`config.mk`:
```
export PLATFORM = sky130hd
export DESIGN_NAME = axi_master_if
export DESIGN_NICKNAME = d
export VERILOG_FILES = /design/src/rtl/axi_master_if.sv
export SDC_FILE = /design/constraint.sdc
export NUM_CORES = 1
export LEC_CHECK = 0
export CAP_MARGIN = 20
export CORE_ASPECT_RATIO = 0.5
export CORE_MARGIN = 2
export CORE_UTILIZATION = 33
export CTS_BUF_LIST = sky130_fd_sc_hd__clkbuf_4 sky130_fd_sc_hd__clkbuf_8
export DETAILED_ROUTE_END_ITERATION = 8
export MAX_ROUTING_LAYER = met4
export PLACE_DENSITY = 0.92
export SYNTH_ARGS = -nofsm -noshare
export SYNTH_HDL_FRONTEND = slang
export SYNTH_SLANG_ARGS = --single-unit
```
`constraint.sdc`:
```
create_clock -name aclk -period 3.4 [get_ports aclk]
set_input_delay 1.02 -clock aclk [delete_from_list [all_inputs] [get_ports aclk]]
set_output_delay 1.02 -clock aclk [all_outputs]
set_load 0.02 [all_outputs]
```
`src/rtl/axi_master_if.sv`:
```
// axi_master_if: single-outstanding AXI INCR burst master driven by simple write/read/CSR commands
`ifndef AXI_DATA_WIDTH
`define AXI_DATA_WIDTH 32
`endif
`ifndef AXI_ADDR_WIDTH
`define AXI_ADDR_WIDTH 32
`endif

package axi_pkg;
  typedef struct packed {
    logic [`AXI_ADDR_WIDTH-1:0]   awaddr;
    logic [7:0]                   awlen;
    logic [2:0]                   awsize;
    logic [1:0]                   awburst;
    logic                         awvalid;
    logic [`AXI_DATA_WIDTH-1:0]   wdata;
    logic [`AXI_DATA_WIDTH/8-1:0] wstrb;
    logic                         wlast;
    logic                         wvalid;
    logic                         bready;
    logic [`AXI_ADDR_WIDTH-1:0]   araddr;
    logic [7:0]                   arlen;
    logic [2:0]                   arsize;
    logic [1:0]                   arburst;
    logic                         arvalid;
    logic                         rready;
  } s_axi_mosi_t;
  typedef struct packed {
    logic                       awready;
    logic                       wready;
    logic [1:0]                 bresp;
    logic                       bvalid;
    logic                       arready;
    logic [`AXI_DATA_WIDTH-1:0] rdata;
    logic [1:0]                 rresp;
    logic                       rlast;
    logic                       rvalid;
  } s_axi_miso_t;
endpackage

module axi_master_if import axi_pkg::*; #(
  parameter int DATA_W = `AXI_DATA_WIDTH,
  parameter int ADDR_W = `AXI_ADDR_WIDTH
) (
  input  logic              aclk,
  input  logic              arst,
  input  logic              cmd_valid,
  output logic              cmd_ready,
  input  logic              cmd_write,
  input  logic [ADDR_W-1:0] cmd_addr,
  input  logic [7:0]        cmd_len,
  input  logic              wr_valid,
  input  logic [DATA_W-1:0] wr_data,
  output logic              wr_ready,
  output logic              rd_valid,
  output logic [DATA_W-1:0] rd_data,
  output logic              rd_last,
  input  logic              rd_ready,
  output logic              done_o,
  output logic              err_o,
  output s_axi_mosi_t       axi_mosi_if,
  input  s_axi_miso_t       axi_miso_if
);
  typedef enum logic [2:0] {IDLE, AW, W, B, AR, R, DONE} state_t;
  localparam logic [2:0] SIZE = 3'($clog2(DATA_W/8));
  state_t state_q, state_d;
  logic [ADDR_W-1:0] addr_q, addr_d;
  logic [7:0] len_q, len_d;
  logic [8:0] beat_q, beat_d;
  logic err_q, err_d;
  logic last;
  assign last = beat_q == {1'b0, len_q};
  always_ff @(posedge aclk) begin
    if (arst) begin
      state_q <= IDLE;
      addr_q  <= '0;
      len_q   <= '0;
      beat_q  <= '0;
      err_q   <= 1'b0;
    end else begin
      state_q <= state_d;
      addr_q  <= addr_d;
      len_q   <= len_d;
      beat_q  <= beat_d;
      err_q   <= err_d;
    end
  end
  // outputs are forced idle while arst is high so a mid-burst reset drops valids immediately
  always_comb begin
    state_d     = state_q;
    addr_d      = addr_q;
    len_d       = len_q;
    beat_d      = beat_q;
    err_d       = err_q;
    cmd_ready   = 1'b0;
    wr_ready    = 1'b0;
    rd_valid    = 1'b0;
    rd_data     = '0;
    rd_last     = 1'b0;
    done_o      = 1'b0;
    err_o       = 1'b0;
    axi_mosi_if = '0;
    if (!arst) begin
      case (state_q)
        IDLE: begin
          cmd_ready = 1'b1;
          if (cmd_valid) begin
            addr_d  = cmd_addr;
            len_d   = cmd_len;
            beat_d  = '0;
            err_d   = 1'b0;
            state_d = cmd_write ? AW : AR;
          end
        end
        AW: begin
          axi_mosi_if.awvalid = 1'b1;
          axi_mosi_if.awaddr  = addr_q;
          axi_mosi_if.awlen   = len_q;
          axi_mosi_if.awsize  = SIZE;
          axi_mosi_if.awburst = 2'b01;
          state_d = axi_miso_if.awready ? W : AW;
        end
        W: begin
          axi_mosi_if.wvalid = wr_valid;
          axi_mosi_if.wdata  = wr_data;
          axi_mosi_if.wstrb  = '1;
          axi_mosi_if.wlast  = last;
          wr_ready = axi_miso_if.wready;
          if (wr_valid && axi_miso_if.wready) begin
            beat_d  = beat_q + 9'd1;
            state_d = last ? B : W;
          end
        end
        B: begin
          axi_mosi_if.bready = 1'b1;
          if (axi_miso_if.bvalid) begin
            err_d   = err_q | (axi_miso_if.bresp != 2'b00);
            state_d = DONE;
          end
        end
        AR: begin
          axi_mosi_if.arvalid = 1'b1;
          axi_mosi_if.araddr  = addr_q;
          axi_mosi_if.arlen   = len_q;
          axi_mosi_if.arsize  = SIZE;
          axi_mosi_if.arburst = 2'b01;
          state_d = axi_miso_if.arready ? R : AR;
        end
        R: begin
          axi_mosi_if.rready = rd_ready;
          rd_valid = axi_miso_if.rvalid;
          rd_data  = axi_miso_if.rdata;
          rd_last  = axi_miso_if.rlast;
          if (axi_miso_if.rvalid && rd_ready) begin
            beat_d  = beat_q + 9'd1;
            err_d   = err_q | (axi_miso_if.rresp != 2'b00) | (axi_miso_if.rlast != last);
            state_d = axi_miso_if.rlast ? DONE : R;
          end
        end
        DONE: begin
          done_o  = 1'b1;
          err_o   = err_q;
          state_d = IDLE;
        end
        default: state_d = IDLE;
      endcase
    end
  end
endmodule

```
* Word-level counts from Yosys, hierarchy flattened
Cells that the tools add are included.
** Storage, ports and cells
- Register bits :: 53
- Output and inout port bits :: 170
- Logic and storage cells :: 70
** Operators by class
- Add/subtract/negate cells :: 1
- Equal/unequal tests :: 12
- Muxes and demuxes :: 38
- Bitwise operators :: 3
- Reductions and logical operators :: 11
** Operators with widths (number)
- $mux W132 :: 1
- $mux W46 :: 2
- $mux W32 :: 2
- $mux W38 :: 1
- $mux W9 :: 3
- $pmux W9 S3 :: 1
- $mux W1 :: 19
- $pmux W3 S6 :: 1
- $mux W3 :: 5
- $reduce_and A4 Y1 :: 3
- $add A9 B1 Y9 const B :: 1
- $eq A3 B3 Y1 const B :: 3
- $eq A9 B8 Y1 :: 1
- $ne A2 B2 Y1 const B :: 4
- $eq A3 B2 Y1 const B :: 2
- $reduce_bool A3 Y1 :: 2
- $mux W2 :: 2
- $reduce_bool A2 Y1 :: 2
- $eq A3 B1 Y1 const B :: 1
- $logic_not A3 Y1 :: 1
- $or A1 B1 Y1 :: 3
- $pmux W1 S3 :: 1
- $logic_and A1 B1 Y1 :: 2
- $reduce_and A2 Y1 :: 1
- $ne A1 B1 Y1 :: 1

* Logic depth before layout (Yosys ltp)
- Depth after elaboration :: 5
- Gate-level depth with buffers :: 6

* Least setup slack after synthesis
No wires, ideal clock.
- Path kind :: input port to output port
- Start :: input arst
- End :: output axi_mosi_if[49] in the netlist's numbering
- Data arrival time :: 2.326 ns
- Required time :: 2.380 ns
- Setup slack :: 0.054 ns
- Stages on the path :: 5
- Path buffers :: 2
- Cell sequence :: clkbuf_1 > nand2b_1 > nor3_2 > clkbuf_1 > and2_1
** RTL lines
- from (decl) :: line 46 : input logic arst,
- to (decl) :: line 61 : output s_axi_mosi_t axi_mosi_if,

* Worst setup path in the final report
- Start :: input arst
- End :: output done_o
** On the way
- Word-level cells in the longest chain between the ends :: 1
** Ends and longest elaborated chain
- $mux W1 :: line 103 : if (!arst) begin
- to (decl) :: line 59 : output logic done_o,
No other way between the ends.

==> flow_summary.toml <==
[synthesis]
synth_top_area_share = 0.310
synth_most_common_cell = "and2_1"
ys_warn_count = 0
synth_area_per_cell_sq_um = 7.20
ys_seq_elements = 53
synth-compound-area-share = 0.113
synthTopCellsByCount = "and2_1, nand2_1, dfxtp_1"
async_flop_share = 0
yosys_most_used_dff = "dfxtp_1"
synthCells = 476
synthXorXnorAreaFrac = 0.0434
synth_top_family_by_area = "simple AND/OR/NAND/NOR gates"
synth_enable_flop_cells = 0
synthSimpleGateAreaFrac = 0.450
synthTopCellsByArea = "dfxtp_1, and2_1, nand2_1"
synth_area_sq_um = 3430
synthAdderAreaFrac = 0.00365
synth_area_leader_cell = "dfxtp_1"
synth_seq_area_share = 0.310
synthMuxAreaShare = 0.00584
synth.distinct_cells = 39

[worst_setup_path]
path_max_fanout = 8
ff2ff_path_depth = 6
rrSetupSlack_ns = 1.40
end_kind = "output port"
path_class = "in -> out"
arrival_ns = 2.33
cp-start-kind = "primary input"
cp.required_ns = 2.38

[placed_design]
gp_congestion = 0.908
io_buffers = 283
hpwl_mm = 11.4
place_inst = 876

[floorplan]
dieArea_sq_um = 11300
core_area_sq_um = 10100
io_pins = 290
core.rowCount = 26
die_height_um = 76.1
initial_core_util = 0.338
die_x_um = 148

[cts]
h-tree-depth = 2
cts.sinks = 53
cts_buffers = 5
root_buffer = "clkbuf_8"
cts_tree = "built"
clock_latency_ns = 0.30
holdBufCountCts = 0
clockBufferDepth = 2
clkTransAtPathRegs_ns = 0.10

[timing]
skew_ns = 0.00537
setup_violations = 0
hold_violations = 0
fin_crit_ns = 3.35
finalMaxSlewViolations = 0
worst_pin_slew_ns = 0.643
fin_crit_sh = 0.985
timing.hold.ws_ns = 0.472
slew_headroom = 0.569
tns_ns = 0
clock.fmax_ghz = 0.299
rsz0062_at_grt = "false"

[pwr]
pwr_density_cell_nw_per_um2 = 291
power_switching_mw = 0.681
power.share.clock = 0.193
ir_drop_v = 0.000208
p_int_mw = 1.21
p_leak_nw = 3.71
comb_power_share = 0.401
p_sw_frac = 0.361
p_seq_frac = 0.406

[grt]
gr-usage-met3 = 0.0395
grt_use_total = 0.244
grt.overflow.total = 0
grt_max_degree = 44
grt_busiest_layer = "met2"
first_global_vias = 4020
grt_pass1_wl_mm = 21.5
antenna_found_initial = 4
gr-usage-met2 = 0.423
gr-usage-met1 = 0.286

[run]
max-cap-violations = 0

[routing]
vias_per_cell = 4.63
first_iter_violations = 145
via_count = 4113
wl_per_cell_um = 16.1
first_pass_iters = 4
antenna_left = 0
drc = 0
wirelength_mm = 14.3

[final_layout]
layout-drive-gt1-share = 0.0578
stdcell_count = 888
fin_nets = 864
area_growth_pct = 89.1

[run_status]
outcome = "complete, no violations"

[worst_hold_path]
hold_depth = 2
hold_path.class = "reg -> reg"
[final timing paths]
| check | start | end |
|---|---|---|
| worst max register to register | state_q[0] | beat_q[5] |
| worst min-delay path | addr_q[17] | addr_q[17] |
| worst max-delay path | arst | done_o |
| worst min register to register | addr_q[17] | addr_q[17] |
[flip-flops by register name (all words and copies together), names as in the netlist]
| name | count |
|---|---|
| state_q | 3 |
| addr_q | 32 |
| beat_q | 9 |
| len_q | 8 |
| err_q | 1 |
[logic make-up after synthesis]
kind of cell               count (synthesis)
adders and majority gates                  1
buffers and inverters                     50
and+or+nand+nor                          286
other                                      1
AOI/OAI and AO/OA                         66
DFF                                       53
muxes                                      2
xor gates and xnor gates                  17
[layout make-up]
cell class                      count  area [sq um]
Fill cell                         891          3670
Timing Repair Buffer              303          2980
Multi-Input combinational cell    378          2160
Sequential cell                    53          1060
Tap cell                          140           175
Clock buffer                        6          76.3
Clock inverter                      2          15.0
Antenna cell                        4          10.0
Inverter                            2          7.51
[metrics by stage]
stage / total power [mW] / area, sq um / worst slack [ns] / utilization
final: 1.89 / 6480 / 0.0513 / 0.638
after global routing: 2.00 / 6480 / 0.0245 / 0.638
after CTS: 1.90 / 6380 / 0.00451 / 0.629
after detailed placement: 1.56 / 6430 / -0.151 / 0.634
after global placement: 1.54 / 6430 / -0.107 / 0.634
after floorplan: 1.19 / 3450 / 0.0539 / -
[per-layer routing]
layer | routed length, um | vias to the layer above | part of all wire
li1 | - | 2041 | -
met1 | 6040 | 1910 | 0.42
met2 | 7180 | 136 | 0.50
met3 | 669 | 26 | 0.047
met4 | 372 | 0 | 0.026
met5 | 0 | - | 0
[what timing repair did]
action | 4_1_cts | 5_1_grt
gates resized for setup | 116 | 36
buffers inserted | 0 | 0
setup endpoints to repair | 116 | 36
[cell usage in the layout (no fill, tap or decap), drive strengths merged, types with 2 or more instances in the layout]
master | Yosys | routed
xnor2 | 5 | 5
diode | 0 | 4
dlygate4sd2 | 0 | 116
or3 | 2 | 2
or4 | 2 | 2
and3 | 2 | 2
nand3 | 3 | 3
clkbuf | 26 | 6
dfxtp | 53 | 53
nand2b | 5 | 5
clkinvlp | 0 | 2
nor4 | 3 | 3
and2 | 150 | 150
xor2 | 12 | 12
o21ai | 6 | 6
nand2 | 89 | 89
inv | 2 | 2
a21oi | 46 | 46
nor3 | 10 | 10
buf | 22 | 25
and3b | 2 | 2
dlymetal6s2s | 0 | 36
o2111ai | 5 | 5
conb | 1 | 6
nor2 | 16 | 16
clkdlybuf4s50 | 0 | 126
mux2i | 2 | 2
[power groups by stage]
| stage | Sequential, mW | Combinational, mW | Clock, mW |
|---|---|---|---|
| floorplan | 0.744 | 0.444 | 0 |
| global placement | 0.775 | 0.767 | 0 |
| detailed placement | 0.780 | 0.780 | 0 |
| CTS | 0.765 | 0.761 | 0.372 |
| global route | 0.777 | 0.829 | 0.394 |
| finish | 0.766 | 0.757 | 0.365 |
[critical path, cell delays in order]
cell and delay (ns):
buf_2 0.15, nand2b_1 0.21, buf_4 0.18, nor2_1 0.12, clkdlybuf4s50_1 0.64
(Power assumes the default switching activity.)
